### config.mk
export PLATFORM = sky130hd
export DESIGN_NAME = heart_fall_anim_ctrl
export DESIGN_NICKNAME = d
export VERILOG_FILES = /design/src/rtl/heart_fx_pkg.sv /design/src/rtl/heart_frag_x_mover.sv /design/src/rtl/heart_fall_anim_ctrl.sv
export SDC_FILE = /design/constraint.sdc
export NUM_CORES = 1
export LEC_CHECK = 0
export CAP_MARGIN = 5
export CORE_MARGIN = 8
export CORE_UTILIZATION = 55
export CTS_BUF_LIST = sky130_fd_sc_hd__clkbuf_2 sky130_fd_sc_hd__clkbuf_4 sky130_fd_sc_hd__clkbuf_8
export DETAILED_ROUTE_END_ITERATION = 10
export GPL_ROUTABILITY_DRIVEN = 0
export GPL_TIMING_DRIVEN = 0
export PLACE_DENSITY = 0.92
export SETUP_SLACK_MARGIN = 0.02
export SYNTH_ARGS = -nofsm -noshare
export SYNTH_HDL_FRONTEND = slang
export SYNTH_HIERARCHICAL = 1
export SYNTH_SLANG_ARGS = --single-unit
### constraint.sdc
create_clock -name clk_in -period 3.55 [get_ports clk_in]
set_input_delay 0.8875 -clock clk_in [delete_from_list [all_inputs] [get_ports clk_in]]
set_output_delay 0.8875 -clock clk_in [all_outputs]
set_load 0.01 [all_outputs]
### src/rtl/heart_fx_pkg.sv
// heart_fx_pkg
// Shared types and widths for the heart "falls apart" motion controller.
//   state_e        : controller FSM states (idle / falling / done pulse)
//   X_W, Y_W, V_W  : coordinate and velocity widths
//   SUM_W          : width of the signed y + vy sum (wide enough to hold
//                    negative results and values past the 10-bit y range)
//   vy_t           : signed vertical velocity
//   sat_offset_x() : x + offset, saturated at a limit
package heart_fx_pkg;

  localparam int unsigned X_W   = 11;
  localparam int unsigned Y_W   = 10;
  localparam int unsigned V_W   = 6;
  localparam int unsigned SUM_W = 12;

  typedef enum logic [1:0] {
    StIdle = 2'd0,
    StFall = 2'd1,
    StDone = 2'd2
  } state_e;

  typedef logic signed [V_W-1:0] vy_t;

  // Adds an unsigned offset to an x coordinate, clamping to lim.
  function automatic logic [X_W-1:0] sat_offset_x(input logic [X_W-1:0] x,
                                                  input int unsigned     off,
                                                  input int unsigned     lim);
    logic [X_W:0] s;
    s = {1'b0, x} + (X_W+1)'(off);
    if (s > (X_W+1)'(lim)) begin
      return X_W'(lim);
    end
    return s[X_W-1:0];
  endfunction

endpackage

### src/rtl/heart_frag_x_mover.sv
// heart_frag_x_mover
// Horizontal position register for one heart fragment. Loads a start x and
// then drifts by DRIFT pixels per step in the direction given by DIR
// (negative: towards 0, saturating at 0; otherwise towards the right edge,
// saturating at SCREEN_W-1).
// Ports:
//   i_clk     clock
//   i_rst_n   asynchronous active-low reset (x returns to 0)
//   i_load    load i_load_x (takes priority over i_step)
//   i_load_x  start x
//   i_step    advance one frame of drift
//   o_x       current x
module heart_frag_x_mover
  import heart_fx_pkg::*;
#(
  parameter int          DIR      = 1,
  parameter int unsigned DRIFT    = 1,
  parameter int unsigned SCREEN_W = 1280
) (
  input  logic           i_clk,
  input  logic           i_rst_n,
  input  logic           i_load,
  input  logic [X_W-1:0] i_load_x,
  input  logic           i_step,
  output logic [X_W-1:0] o_x
);

  logic [X_W-1:0] r_x;
  logic [X_W-1:0] w_x_stepped;

  if (DIR < 0) begin : g_left
    always_comb begin
      w_x_stepped = (r_x >= X_W'(DRIFT)) ? (r_x - X_W'(DRIFT)) : '0;
    end
  end else begin : g_right
    logic [X_W:0] w_wide;
    always_comb begin
      w_wide      = {1'b0, r_x} + (X_W+1)'(DRIFT);
      w_x_stepped = (w_wide >= (X_W+1)'(SCREEN_W - 1)) ? X_W'(SCREEN_W - 1)
                                                        : w_wide[X_W-1:0];
    end
  end

  always_ff @(posedge i_clk or negedge i_rst_n) begin
    if (!i_rst_n) begin
      r_x <= '0;
    end else if (i_load) begin
      r_x <= i_load_x;
    end else if (i_step) begin
      r_x <= w_x_stepped;
    end
  end

  assign o_x = r_x;

endmodule

### src/rtl/heart_fall_anim_ctrl.sv
// heart_fall_anim_ctrl
// Per-frame motion controller for the "heart falls apart" effect. A trigger
// latches the heart position; each new_frame_in then moves two fragments:
// shared y under an upward kick plus gravity, x drifting apart. Ends after
// FALL_FRAMES updates or when y reaches the bottom of the screen, with a
// one-cycle done_out pulse.
// Optional build macro HEART_FALL_RETRIGGER_EN: a trigger while falling
// restarts the animation from the new start position (no done pulse).
// Ports:
//   clk_in            clock
//   rst_n_in          asynchronous active-low reset
//   new_frame_in      one-cycle pulse per video frame
//   trigger_in        one-cycle pulse, starts the animation
//   start_x_in/_y_in  heart position sampled on trigger
//   left_x/y_out      left fragment position
//   right_x/y_out     right fragment position
//   left/right_mirror_out  renderer mirror flags (constant 0 / 1)
//   active_out        high while fragments are drawn
//   done_out          one-cycle pulse at animation end
module heart_fall_anim_ctrl
  import heart_fx_pkg::*;
#(
  parameter int unsigned SCREEN_W    = 1280,
  parameter int unsigned SCREEN_H    = 720,
  parameter int unsigned HALF_OFFSET = 4,
  parameter int unsigned INIT_VY     = 3,
  parameter int unsigned GRAVITY     = 1,
  parameter int unsigned V_MAX       = 8,
  parameter int unsigned DRIFT       = 1,
  parameter int unsigned FALL_FRAMES = 60
) (
  input  logic           clk_in,
  input  logic           rst_n_in,
  input  logic           new_frame_in,
  input  logic           trigger_in,
  input  logic [X_W-1:0] start_x_in,
  input  logic [Y_W-1:0] start_y_in,
  output logic [X_W-1:0] left_x_out,
  output logic [Y_W-1:0] left_y_out,
  output logic [X_W-1:0] right_x_out,
  output logic [Y_W-1:0] right_y_out,
  output logic           left_mirror_out,
  output logic           right_mirror_out,
  output logic           active_out,
  output logic           done_out
);

  localparam int unsigned CNT_W = $clog2(FALL_FRAMES + 1);
  localparam logic signed [SUM_W-1:0] Y_LIMIT = SUM_W'(SCREEN_H);
  localparam logic signed [SUM_W-1:0] Y_MAX   = SUM_W'((2 ** Y_W) - 1);

  state_e           r_state;
  state_e           w_state_next;
  logic [Y_W-1:0]   r_y;
  vy_t              r_vy;
  logic [CNT_W-1:0] r_cnt;

  logic             w_restart;
  logic             w_load;
  logic             w_step;
  logic             w_term;
  logic signed [SUM_W-1:0] w_y_sum;
  logic [Y_W-1:0]   w_y_next;
  logic signed [V_W:0] w_vy_inc;
  vy_t              w_vy_next;
  logic [CNT_W-1:0] w_cnt_next;
  logic [X_W-1:0]   w_right_start;

`ifdef HEART_FALL_RETRIGGER_EN
  assign w_restart = (r_state == StFall) && trigger_in;
`else
  assign w_restart = 1'b0;
`endif

  assign w_load = ((r_state == StIdle) && trigger_in) || w_restart;
  // A reload owns the cycle; a coincident frame pulse is not counted.
  assign w_step = (r_state == StFall) && new_frame_in && !w_restart;

  // Vertical step: signed sum so upward motion can go below 0 before clamping.
  always_comb begin
    w_y_sum = $signed({{(SUM_W - Y_W){1'b0}}, r_y})
            + $signed({{(SUM_W - V_W){r_vy[V_W-1]}}, r_vy});
    if (w_y_sum < 0) begin
      w_y_next = '0;
    end else if (w_y_sum > Y_MAX) begin
      w_y_next = '1;
    end else begin
      w_y_next = w_y_sum[Y_W-1:0];
    end
  end

  always_comb begin
    w_vy_inc = $signed({r_vy[V_W-1], r_vy}) + $signed((V_W+1)'(GRAVITY));
    if (w_vy_inc > $signed((V_W+1)'(V_MAX))) begin
      w_vy_next = vy_t'(V_MAX);
    end else begin
      w_vy_next = w_vy_inc[V_W-1:0];
    end
  end

  assign w_cnt_next    = r_cnt + CNT_W'(1);
  assign w_term        = w_step && ((w_y_sum >= Y_LIMIT) || (w_cnt_next == CNT_W'(FALL_FRAMES)));
  assign w_right_start = sat_offset_x(start_x_in, HALF_OFFSET, SCREEN_W - 1);

  // FSM state register.
  always_ff @(posedge clk_in or negedge rst_n_in) begin
    if (!rst_n_in) begin
      r_state <= StIdle;
    end else begin
      r_state <= w_state_next;
    end
  end

  // FSM next-state logic.
  always_comb begin
    w_state_next = r_state;
    unique case (r_state)
      StIdle: if (trigger_in) w_state_next = StFall;
      StFall: begin
        if (w_restart) begin
          w_state_next = StFall;
        end else if (w_term) begin
          w_state_next = StDone;
        end
      end
      StDone:  w_state_next = StIdle;
      default: w_state_next = StIdle;
    endcase
  end

  // FSM outputs.
  always_comb begin
    active_out = 1'b0;
    done_out   = 1'b0;
    unique case (r_state)
      StFall:  active_out = 1'b1;
      StDone:  done_out   = 1'b1;
      default: ;
    endcase
  end

  // Vertical state shared by both fragments; positions hold after the end.
  always_ff @(posedge clk_in or negedge rst_n_in) begin
    if (!rst_n_in) begin
      r_y   <= '0;
      r_vy  <= '0;
      r_cnt <= '0;
    end else if (w_load) begin
      r_y   <= start_y_in;
      r_vy  <= vy_t'(0) - vy_t'(INIT_VY);
      r_cnt <= '0;
    end else if (w_step) begin
      r_y   <= w_y_next;
      r_vy  <= w_vy_next;
      r_cnt <= w_cnt_next;
    end
  end

  heart_frag_x_mover #(
    .DIR      (-1),
    .DRIFT    (DRIFT),
    .SCREEN_W (SCREEN_W)
  ) u_left_x (
    .i_clk    (clk_in),
    .i_rst_n  (rst_n_in),
    .i_load   (w_load),
    .i_load_x (start_x_in),
    .i_step   (w_step),
    .o_x      (left_x_out)
  );

  heart_frag_x_mover #(
    .DIR      (1),
    .DRIFT    (DRIFT),
    .SCREEN_W (SCREEN_W)
  ) u_right_x (
    .i_clk    (clk_in),
    .i_rst_n  (rst_n_in),
    .i_load   (w_load),
    .i_load_x (w_right_start),
    .i_step   (w_step),
    .o_x      (right_x_out)
  );

  assign left_y_out       = r_y;
  assign right_y_out      = r_y;
  assign left_mirror_out  = 1'b0;
  assign right_mirror_out = 1'b1;

endmodule
==> results of run 1 <==
state kept, by name (all words and copies together), names as in the netlist:
name and cells:
left_y_out 10, r_cnt 6, u_left_x/o_x 11, u_right_x/o_x 11, r_vy 6, r_state 2
logic make-up (layout without fill, tap and decap cells):
group / Yosys count / in the layout
simple gates: 164 / 164
compound gates: 141 / 141
xor+xnor: 13 / 13
buf+inv: 58 / 135
mux: 5 / 5
other cells: 2 / 2
fa+ha+maj: 20 / 20
flops: 46 / 46
how the worst max path moves through the flow:
stage	endpoint	cells past startpoint	slack [ns]	startpoint
finish	u_right_x/o_x[7]	10	0.48	start_x_in[2]
global route	u_right_x/o_x[7]	10	0.28	start_x_in[2]
CTS	left_y_out[8]	11	0.51	r_vy[0]
detailed placement	u_right_x/o_x[7]	11	0.21	start_x_in[2]
global placement	u_left_x/o_x[7]	7	0.25	new_frame_in
floorplan	left_y_out[4]	11	0.84	left_y_out[0]
final cells by class:
class                           instances  share of cell area [%]
Inverter                               26                    2.05
Clock buffer                            8                    2.31
Timing Repair Buffer                   69                    14.6
Multi-Input combinational cell        345                    49.6
Tap cell                               96                    2.52
Buffer                                 32                    4.83
Sequential cell                        46                    24.1
cells in the mapped netlist (all sizes together), types with 7 or more instances:
cell type   n  area, um2
nor3       15       75.1
a31oi      15        109
or2         7       46.3
xnor2       8       70.1
dfrtp      46       1150
a221o      14        140
buf        25        203
o21ai      25        125
a21oi      30        184
nand3      21        110
inv        26       97.6
nand2b      8       50.1
ha         19        238
and3        9       56.3
nor2       28        105
nand2      36        143
clkbuf      7       27.5
or3         9       61.3
layout by cell type, fill, tap and decap left out, types with 9 or more instances in the layout:
cell,Yosys,routed
clkdlybuf4s50_1,0,67
dfrtp_1,46,46
nand2_1,35,35
nor2_1,28,28
inv_1,25,25
a21oi_1,21,21
o21ai_0,20,20
nand3_1,20,20
ha_1,19,19
buf_4,16,16
nor3_1,15,15
a31oi_1,14,14
a221o_1,14,14
and3_1,9,9
a21oi_2,9,9
metal layers:
metal | routed length (um) | track usage [%] | vias to the layer above
met2 | 5340 | 38.4 | 178
met3 | 726 | 4.12 | 31
met5 | 0 | 0 | -
met1 | 4310 | 24.3 | 1851
li1 | - | - | 1807
met4 | 243 | 8.50 | 0
where the power goes:
| group | internal [mW] | switching (mW) | leakage [nW] |
|---|---|---|---|
| sequential | 0.759 | 0.340 | 0.547 |
| clock | 0.197 | 0.192 | 0.0575 |
| combinational | 1.65 | 1.83 | 1.35 |
stage by stage:
stage | power [mW] | hold WS, ns | setup WS (ns) | utilization (%) | instances
2_1_floorplan | 3.46 | 0.468 | 0.840 | - | 449
3_3_place_gp | 4.40 | 0.488 | 0.251 | 68.3 | 613
3_5_place_dp | 4.52 | 0.508 | 0.208 | 68.6 | 614
4_1_cts | 4.93 | 0.524 | 0.511 | 70.2 | 622
5_1_grt | 5.36 | 0.546 | 0.282 | 70.2 | 622
6_report | 4.97 | 0.532 | 0.482 | 70.2 | 622
==> metrics, run 1 <==
outcome=completed; Wirelength per Cell=about 17 um; maximum root-to-sink buffer count=2; reg2reg path depth=11; register area share after synthesis=30.0%; Buf+Inv Stages, Crit Path=3; P_leak=1.96 nW; TritonCTS clock tree=done; CTS root buf=clkbuf_8; Vias/cell=6.22; Slew headroom=approximately two thirds; Synth Cell Area=around 0.0038 mm2; die height=99.6 um; deepest level of the CTS H-tree=2; starting density of the core=56.6%; # fillers=549; fin crit period=3.07 ns; Post-Synthesis Cells=449; initial drt markers=~260; largest net degree at the start of global routing=28; grt ovf=0; xor/xnor share of the synthesized area=2.96%; post-detail-place hpwl=7780 um; hold path cells=1; worst-skew pair later-pin latency=between 0.3 and 0.4 ns; CORE AREA=approximately 0.0068 mm2; Unique masters post-synth=between 70 and 80; Crit path largest cell delay=0.58 ns; RSZ-0062 raised after global routing=false; nature of the critical path endpoint=register; WP data required=approximately 3.8 ns; compound-gate portion of the synthesized area=27.3%; fmax=326 MHz; setup total negative slack=0 ns; vias=3867; Post-DRT Antenna Nets=0; Num CTS Buffers=5; worst reg2reg path endpoint=left_y_out[8]; fin nets=570; worst hold endpoint=r_cnt[4]; Worst Clk Skew=0.00807 ns; Post-synth EDFFs=0; Placement Rows=30; Seq cells post-synth=46; post-synthesis mux area share=under 10%; share of cells above drive strength 1=12.9%; die area=0.00992 mm2; FFs w/ async S/R, synth=100%; initial antenna violation count=0; Fin. Hold Viols=0; CTS clk-pin slew, worst paths=0.09 ns; final-report setup violation count=0; drt pass-1 iters=5; Slew Limit Fails=0; dominant synthesized flop cell=dfrtp_1; vias in the first global route=between 3000 and 4000; Hold Crit Class=reg -> reg; FF+latch area=0.00115 mm2; worst path cell trace=clkdlybuf4s50_1 -> ha_1 -> and3_1 -> and3_1 -> clkbuf_1 -> nand3_1 -> o21a_1 -> o21ai_0 -> inv_1 -> a222oi_1; design area=between 0.004 and 0.005 mm2; Maximum Capacitance Violations=0; Synth Area in Adders=6.71%; power per standard cell area=1040 mW/mm2; final wirelength=10600 um; critical path data arrival time=3.27 ns; Port Buffers=68; area of the multi-input gates=about 0.0024 mm2; Worst setup SP type=input pin; Crit Path Category=in -> reg; # clock sinks=46; postcts setup bufs=0; Worst Min Path Start=r_cnt[4]; IO Count=71; CP top delay family=buffers and inverters; hold_buf cts=0; Die Wd=approximately 100 um; R2R setup slack=~0.5 ns; critical path's slowest cell=clkdlybuf4s50_1; Synth Area in Simple Gates=22.9%; main combinational cell family by area after synthesis=compound AO/OA/AOI/OAI gates; first-pass GRT wire length=17700 um; Syn Nets=494; Yosys warning count=6; drt drc=0; Syn Area/Cell=8.56 um2; cts repair resizes=0; Max rail drop VDD=about 750 uV; maximum net fanout on the critical path=8; Placed Area=0.00466 mm2; worst reg2reg path startpoint=r_vy[0]; area grow syn2layout=24.1%; Total GRT Usage=~21%; crit share post-route=between 80% and 90%; worst-margin pin slew=about 0.52 ns; ANT cells=0; CP dominant cell by count=and3_1
Power figures use the tool's default switching activity.
==> run 2, diff against run 1 <==
--- a/config.mk
+++ b/config.mk
@@ -6,13 +6,13 @@
 export NUM_CORES = 1
 export LEC_CHECK = 0
 export CAP_MARGIN = 5
-export CORE_MARGIN = 8
 export CORE_UTILIZATION = 55
 export CTS_BUF_LIST = sky130_fd_sc_hd__clkbuf_2 sky130_fd_sc_hd__clkbuf_4 sky130_fd_sc_hd__clkbuf_8
 export DETAILED_ROUTE_END_ITERATION = 10
+export DONT_BUFFER_PORTS = 1
 export GPL_ROUTABILITY_DRIVEN = 0
 export GPL_TIMING_DRIVEN = 0
-export PLACE_DENSITY = 0.92
+export PLACE_DENSITY = 0.79
 export SETUP_SLACK_MARGIN = 0.02
 export SYNTH_ARGS = -nofsm -noshare
 export SYNTH_HDL_FRONTEND = slang
==> run 2 against run 1 <==
Final cell count down 14%. Register-to-register slack barely moved. Sequential power grew 8%. Sequential cell count unchanged. Die area fell by 26%. Critical endpoint is now left_y_out[9]. Highest routed layer unchanged.
==> metrics, run 2 (same netlist as run 1, synthesis figures left out) <==
outcome=completed; post-layout util=59.8% (-10 points); Max rail drop VDD=784 uV (+4.9%); die area=0.00732 mm2 (-26%); Num CTS Buffers=5 (unchanged); maximum net fanout on the critical path=10 (+2); worst path cell trace=ha_1 -> inv_1 -> fa_1 -> nand2b_1 -> a21o_1 -> and2_1 -> a211oi_2 -> mux2i_2 -> buf_6 -> a21oi_2 -> a221o_1; worst-margin pin slew=0.523 ns (+0.00264 ns); postcts setup bufs=0 (unchanged); # clock sinks=46 (unchanged); initial drt markers=177 (-31%); drt pass-1 iters=4 (-1); RSZ-0062 raised after global routing=false; design area=0.00404 mm2 (-15%); Crit Path Category=reg -> reg; P_leak=1.68 nW (-14%); area grow syn2layout=5.08%; Hold Crit Class=in -> async; Total GRT Usage=26.4% (+5.0 points); CTS clk-pin slew, worst paths=0.09 ns (about the same); Slew headroom=65.0% (-0.30 points); CP top delay family=compound AO/OA/AOI/OAI gates; Buf+Inv Stages, Crit Path=2 (-1); final wirelength=9400 um (-11%); Crit path largest cell delay=0.49 ns (-0.09 ns); fmax=328 MHz (+0.50%); critical path's slowest cell=dfrtp_1; WP data required=3.73 ns (-0.02 ns); power per standard cell area=1100 mW/mm2 (+5.2%); post-detail-place hpwl=6860 um (-12%); Die Wd=85.6 um (-14%); TritonCTS clock tree=done; Post-DRT Antenna Nets=0 (unchanged); starting density of the core=56.9% (+0.31 points); vias=3580 (-7.4%); ANT cells=0 (unchanged); WP depth=11 (+1); Placed Area=0.00394 mm2 (-15%); Wirelength per Cell=17.5 um (+2.5%); Worst setup SP type=register; vias in the first global route=3312 (-14%); maximum root-to-sink buffer count=2 (unchanged); hold_buf cts=0 (unchanged); CORE AREA=0.00676 mm2 (-0.55%); cts repair resizes=0 (unchanged); WHS=0.271 ns (-0.262 ns); grt ovf=0 (unchanged); Maximum Capacitance Violations=0 (unchanged); most frequent cells in the layout=46 x dfrtp_1, 35 x nand2_1, 28 x nor2_1; crit share post-route=86.0% (-0.43 points); Port Buffers=0 (-100%); die height=85.6 um (-14%); fin crit period=3.05 ns (-0.0153 ns); IO Count=71 (unchanged); critical path data arrival time=3.24 ns (-0.03 ns); Fin. Hold Viols=0 (unchanged); drt drc=0 (unchanged); nature of the critical path endpoint=register; Vias/cell=6.67 (+7.2%); setup total negative slack=0 ns (unchanged); most common cell after layout, fill and taps aside=dfrtp_1; Worst Clk Skew=0.00776 ns (-0.000315 ns); Placement Rows=30 (unchanged); reg2reg path depth=11 (unchanged); fin nets=501 (-12%); Slew Limit Fails=0 (unchanged); share of cells above drive strength 1=14.4% (+1.5 points); total design power=4.42 mW (-11%); deepest level of the CTS H-tree=2 (unchanged); final-report setup violation count=0 (unchanged); initial antenna violation count=0 (unchanged); CTS root buf=clkbuf_8; first-pass GRT wire length=15600 um (-12%); largest net degree at the start of global routing=47 (+68%); worst-skew pair later-pin latency=0.30 ns (about the same)
## run 2: cell types whose count changed in the layout (fill, tap and decap cells not counted)
cell	delta
clkbuf_8	-2
clkinv_2	+1
buf_2	-1
buf_12	-1
clkbuf_4	+1
clkdlybuf4s50_1	-67
## run 2: power breakdown
part,switching (mW),leakage [nW],internal (mW)
Combinational,1.63,1.08,1.25
Clock,0.183,0.0517,0.165
Sequential,0.434,0.547,0.758
Total,2.25,1.68,2.17
## run 2: final timing paths
path,slack (ns),from,endpoint
min reg2reg,0.50,r_cnt[0],r_cnt[0]
max reg2reg,0.50,left_y_out[0],left_y_out[9]
min in group clk_in,0.50,r_cnt[0],r_cnt[0]
max,0.50,left_y_out[0],left_y_out[9]
min,0.27,rst_n_in,u_left_x/o_x[9]
max in group asynchronous,3.17,rst_n_in,r_cnt[0]
## run 2: worst register-to-register path: stages (launching register included)
cell      delay [ns]
dfrtp_1         0.49
ha_1            0.21
inv_1           0.06
fa_1            0.40
nand2b_1        0.21
a21o_1          0.23
and2_1          0.22
a211oi_2        0.25
mux2i_2         0.31
buf_6           0.22
a21oi_2         0.07
a221o_1         0.28
## run 2: metal layers
metal | share of wire (%) | global-route usage (%) | wire length [um] | vias to the layer above
li1 | - | - | - | 1686
met1 | 41 | 31.8 | 3810 | 1720
met2 | 50 | 46.5 | 4680 | 153
met3 | 7.6 | 6.64 | 712 | 21
met4 | 2.1 | 8.03 | 198 | 0
met5 | 0 | 0 | 0 | -
## run 2: layout make-up
type                            count  area, um2
Clock inverter                      1       5.00
Tap cell                           80        100
Sequential cell                    46       1150
Inverter                           26       97.6
Buffer                             32        230
Clock buffer                        7       90.1
Multi-Input combinational cell    345       2360
Fill cell                         599       2720
## run 2: through the flow
step | std cells | setup slack (ns)
floorplan | 449 | 0.840
finish | 537 | 0.497
CTS | 537 | 0.500
global route | 537 | 0.337
global placement | 529 | 0.579
detailed placement | 529 | 0.531
==> run 3, diff against run 2 <==
--- a/config.mk
+++ b/config.mk
@@ -6,13 +6,16 @@
 export NUM_CORES = 1
 export LEC_CHECK = 0
 export CAP_MARGIN = 5
-export CORE_UTILIZATION = 55
+export CELL_PAD_IN_SITES_DETAIL_PLACEMENT = 0
+export CELL_PAD_IN_SITES_GLOBAL_PLACEMENT = 1
+export CORE_UTILIZATION = 50
 export CTS_BUF_LIST = sky130_fd_sc_hd__clkbuf_2 sky130_fd_sc_hd__clkbuf_4 sky130_fd_sc_hd__clkbuf_8
+export CTS_CLUSTER_SIZE = 24
 export DETAILED_ROUTE_END_ITERATION = 10
 export DONT_BUFFER_PORTS = 1
 export GPL_ROUTABILITY_DRIVEN = 0
 export GPL_TIMING_DRIVEN = 0
-export PLACE_DENSITY = 0.79
+export PLACE_DENSITY = 0.92
 export SETUP_SLACK_MARGIN = 0.02
 export SYNTH_ARGS = -nofsm -noshare
 export SYNTH_HDL_FRONTEND = slang
==> run 3 against run 2 <==
Clock power up 4%. Clock skew is essentially flat. Combinational power fell by 2%. Register-to-register slack better by 0.04 ns. Fmax is 1.3% higher. Count of clock-buffer cells in the layout is 1 lower. Worst setup slack better by 0.038 ns. First-iteration DRC count fell by 38%. Critical path type unchanged. Largest cell class unchanged.
==> metrics, run 3 (same netlist as run 1, synthesis figures left out) <==
routing usage on met1=30.4% (-1.4 points); Post-DRT Antenna Nets=0 (unchanged); initial antenna violation count=0 (unchanged); TritonCTS clock tree=done; Crit path largest cell delay=0.49 ns (about the same); Wirelength per Cell=16.9 um (-3.5%); Comb pwr share=64.5% (-0.7 points); WP data required=3.75 ns (+0.02 ns); drt drc=0 (unchanged); worst path cell trace=ha_1 -> inv_1 -> fa_1 -> nand2b_1 -> a21o_1 -> and2_1 -> a211oi_2 -> mux2i_2 -> buf_6 -> a21oi_2 -> a221o_1; worst-margin pin slew=0.512 ns (-0.0112 ns); total design power=4.39 mW (-0.69%); net switching power=2.23 mW (-0.81%); fmax=332 MHz (+1.3%); die height=89.7 um (+4.8%); fin nets=501 (unchanged); switching share of power=50.8% (-0.058 points); setup total negative slack=0 ns (unchanged); die area=0.00804 mm2 (+9.8%); CP top delay family=compound AO/OA/AOI/OAI gates; final-report setup violation count=0 (unchanged); maximum net fanout on the critical path=10 (unchanged); most frequent cells in the layout=46 x dfrtp_1, 35 x nand2_1, 28 x nor2_1; cts repair resizes=0 (unchanged); met2 usage=42.8% (-3.7 points); Clock power frac=8.3% (+0.4 points); Maximum Capacitance Violations=0 (unchanged); drt pass-1 iters=4 (unchanged); CTS clk-pin slew, worst paths=0.10 ns (about the same); critical path's slowest cell=dfrtp_1; Die Wd=89.7 um (+4.8%); Buf+Inv Stages, Crit Path=2 (unchanged); IO Count=71 (unchanged); sequential share of power=27.2% (+0.3 points); Slew Limit Fails=0 (unchanged); final wirelength=9390 um (about the same); # clock sinks=46 (unchanged); deepest level of the CTS H-tree=2 (unchanged); RSZ-0062 raised after global routing=false; first-pass GRT wire length=15100 um (-3.3%); Worst Clk Skew=0.00775 ns (-0.00000630 ns); maximum root-to-sink buffer count=2 (unchanged); post-detail-place hpwl=6770 um (-1.3%); vias in the first global route=3179 (-4.0%); GRT busiest layer=met2; area grow syn2layout=5.80%; Slew headroom=65.7% (+0.75 points); Vias/cell=6.15 (-7.7%); Crit Path Category=reg -> reg; vias=3421 (-4.4%); Port Buffers=0 (unchanged); postcts setup bufs=0 (unchanged); outcome=completed; worst-skew pair later-pin latency=0.31 ns (about the same); initial drt markers=109 (-38%); Worst setup SP type=register; met3 Track Usage GR=4.57% (-2.1 points); Max rail drop VDD=711 uV (-9.3%); P_leak=1.68 nW (-0.23%); Total GRT Usage=24.2% (-2.2 points); nature of the critical path endpoint=register; Num CTS Buffers=5 (unchanged); power per standard cell area=1080 mW/mm2 (-1.4%); CORE AREA=0.00733 mm2 (+8.5%); largest net degree at the start of global routing=47 (unchanged); # fillers=690 (+15%); grt ovf=0 (unchanged); share of cells above drive strength 1=14.4% (unchanged); Hold Crit Class=in -> async; post-layout util=55.5% (-4.3 points); Fin. Hold Viols=0 (unchanged); starting density of the core=52.4% (-4.5 points); Placement Rows=31 (+3.3%); fin crit period=3.01 ns (-0.0381 ns); crit share post-route=84.9% (-1.1 points); CTS root buf=clkbuf_8; critical path data arrival time=3.22 ns (-0.02 ns); ANT cells=0 (unchanged); hold_buf cts=0 (unchanged); most common cell after layout, fill and taps aside=dfrtp_1; P_int=2.16 mW (-0.58%)
-- run 3: changes by cell type in the layout (fill, tap and decap cells not counted) --
cell | before | now
inv_6 | 0 | 1
clkinvlp_4 | 0 | 1
clkbuf_4 | 1 | 0
clkinv_2 | 1 | 0
-- run 3: stage by stage --
step / worst slack (ns) / cells / hold slack (ns) / area (um2)
finish: 0.535 / 556 / 0.264 / 4070
CTS: 0.504 / 556 / 0.255 / 4070
global route: 0.361 / 556 / 0.246 / 4070
detailed placement: 0.524 / 548 / 0.501 / 3970
global placement: 0.540 / 548 / 0.486 / 3970
floorplan: 0.840 / 449 / 0.468 / 3840
-- run 3: area by class of cell --
cell class              instances  area, um2  area share [%]
plain buffers                  32        230            5.66
well taps                      99        124            3.05
inverters                      26       97.6            2.40
flip-flops and latches         46       1150            28.3
multi-input cells             345       2360            58.1
clock inverters                 2       16.3           0.400
clock buffers                   6       82.6            2.03
-- run 3: metal layers --
metal / part of all wire [%] / wire [um]
met5: 0 / 0
met4: 0.89 / 84
met3: 5.9 / 558
met2: 50 / 4690
met1: 43 / 4060
-- run 3: worst paths after layout --
path / from / end / slack [ns] / cells past startpoint
max in group asynchronous: rst_n_in / u_right_x/o_x[0] / 3.20 / 0
min: rst_n_in / u_left_x/o_x[8] / 0.26 / 0
max reg2reg: left_y_out[0] / left_y_out[9] / 0.54 / 11
min reg2reg: r_cnt[0] / r_cnt[0] / 0.51 / 1
min in group clk_in: r_cnt[0] / r_cnt[0] / 0.51 / 1
max: left_y_out[0] / left_y_out[9] / 0.54 / 11
-- run 3: power groups by stage --
stage               Clock, mW  Sequential, mW  Combinational, mW
floorplan                   0            1.10               2.36
global placement            0            1.20               2.75
detailed placement          0            1.21               2.81
CTS                     0.372            1.20               2.83
global route            0.386            1.25               3.14
finish                  0.363            1.20               2.83
-- run 3: worst reg2reg max path: cells and delay by family (launching register included) --
family | cells | cell delay [ns]
compound gates | 4 | 0.80
simple gates | 2 | 0.43
mux | 1 | 0.30
flops | 1 | 0.49
buf+inv | 2 | 0.27
fa+ha+maj | 2 | 0.61
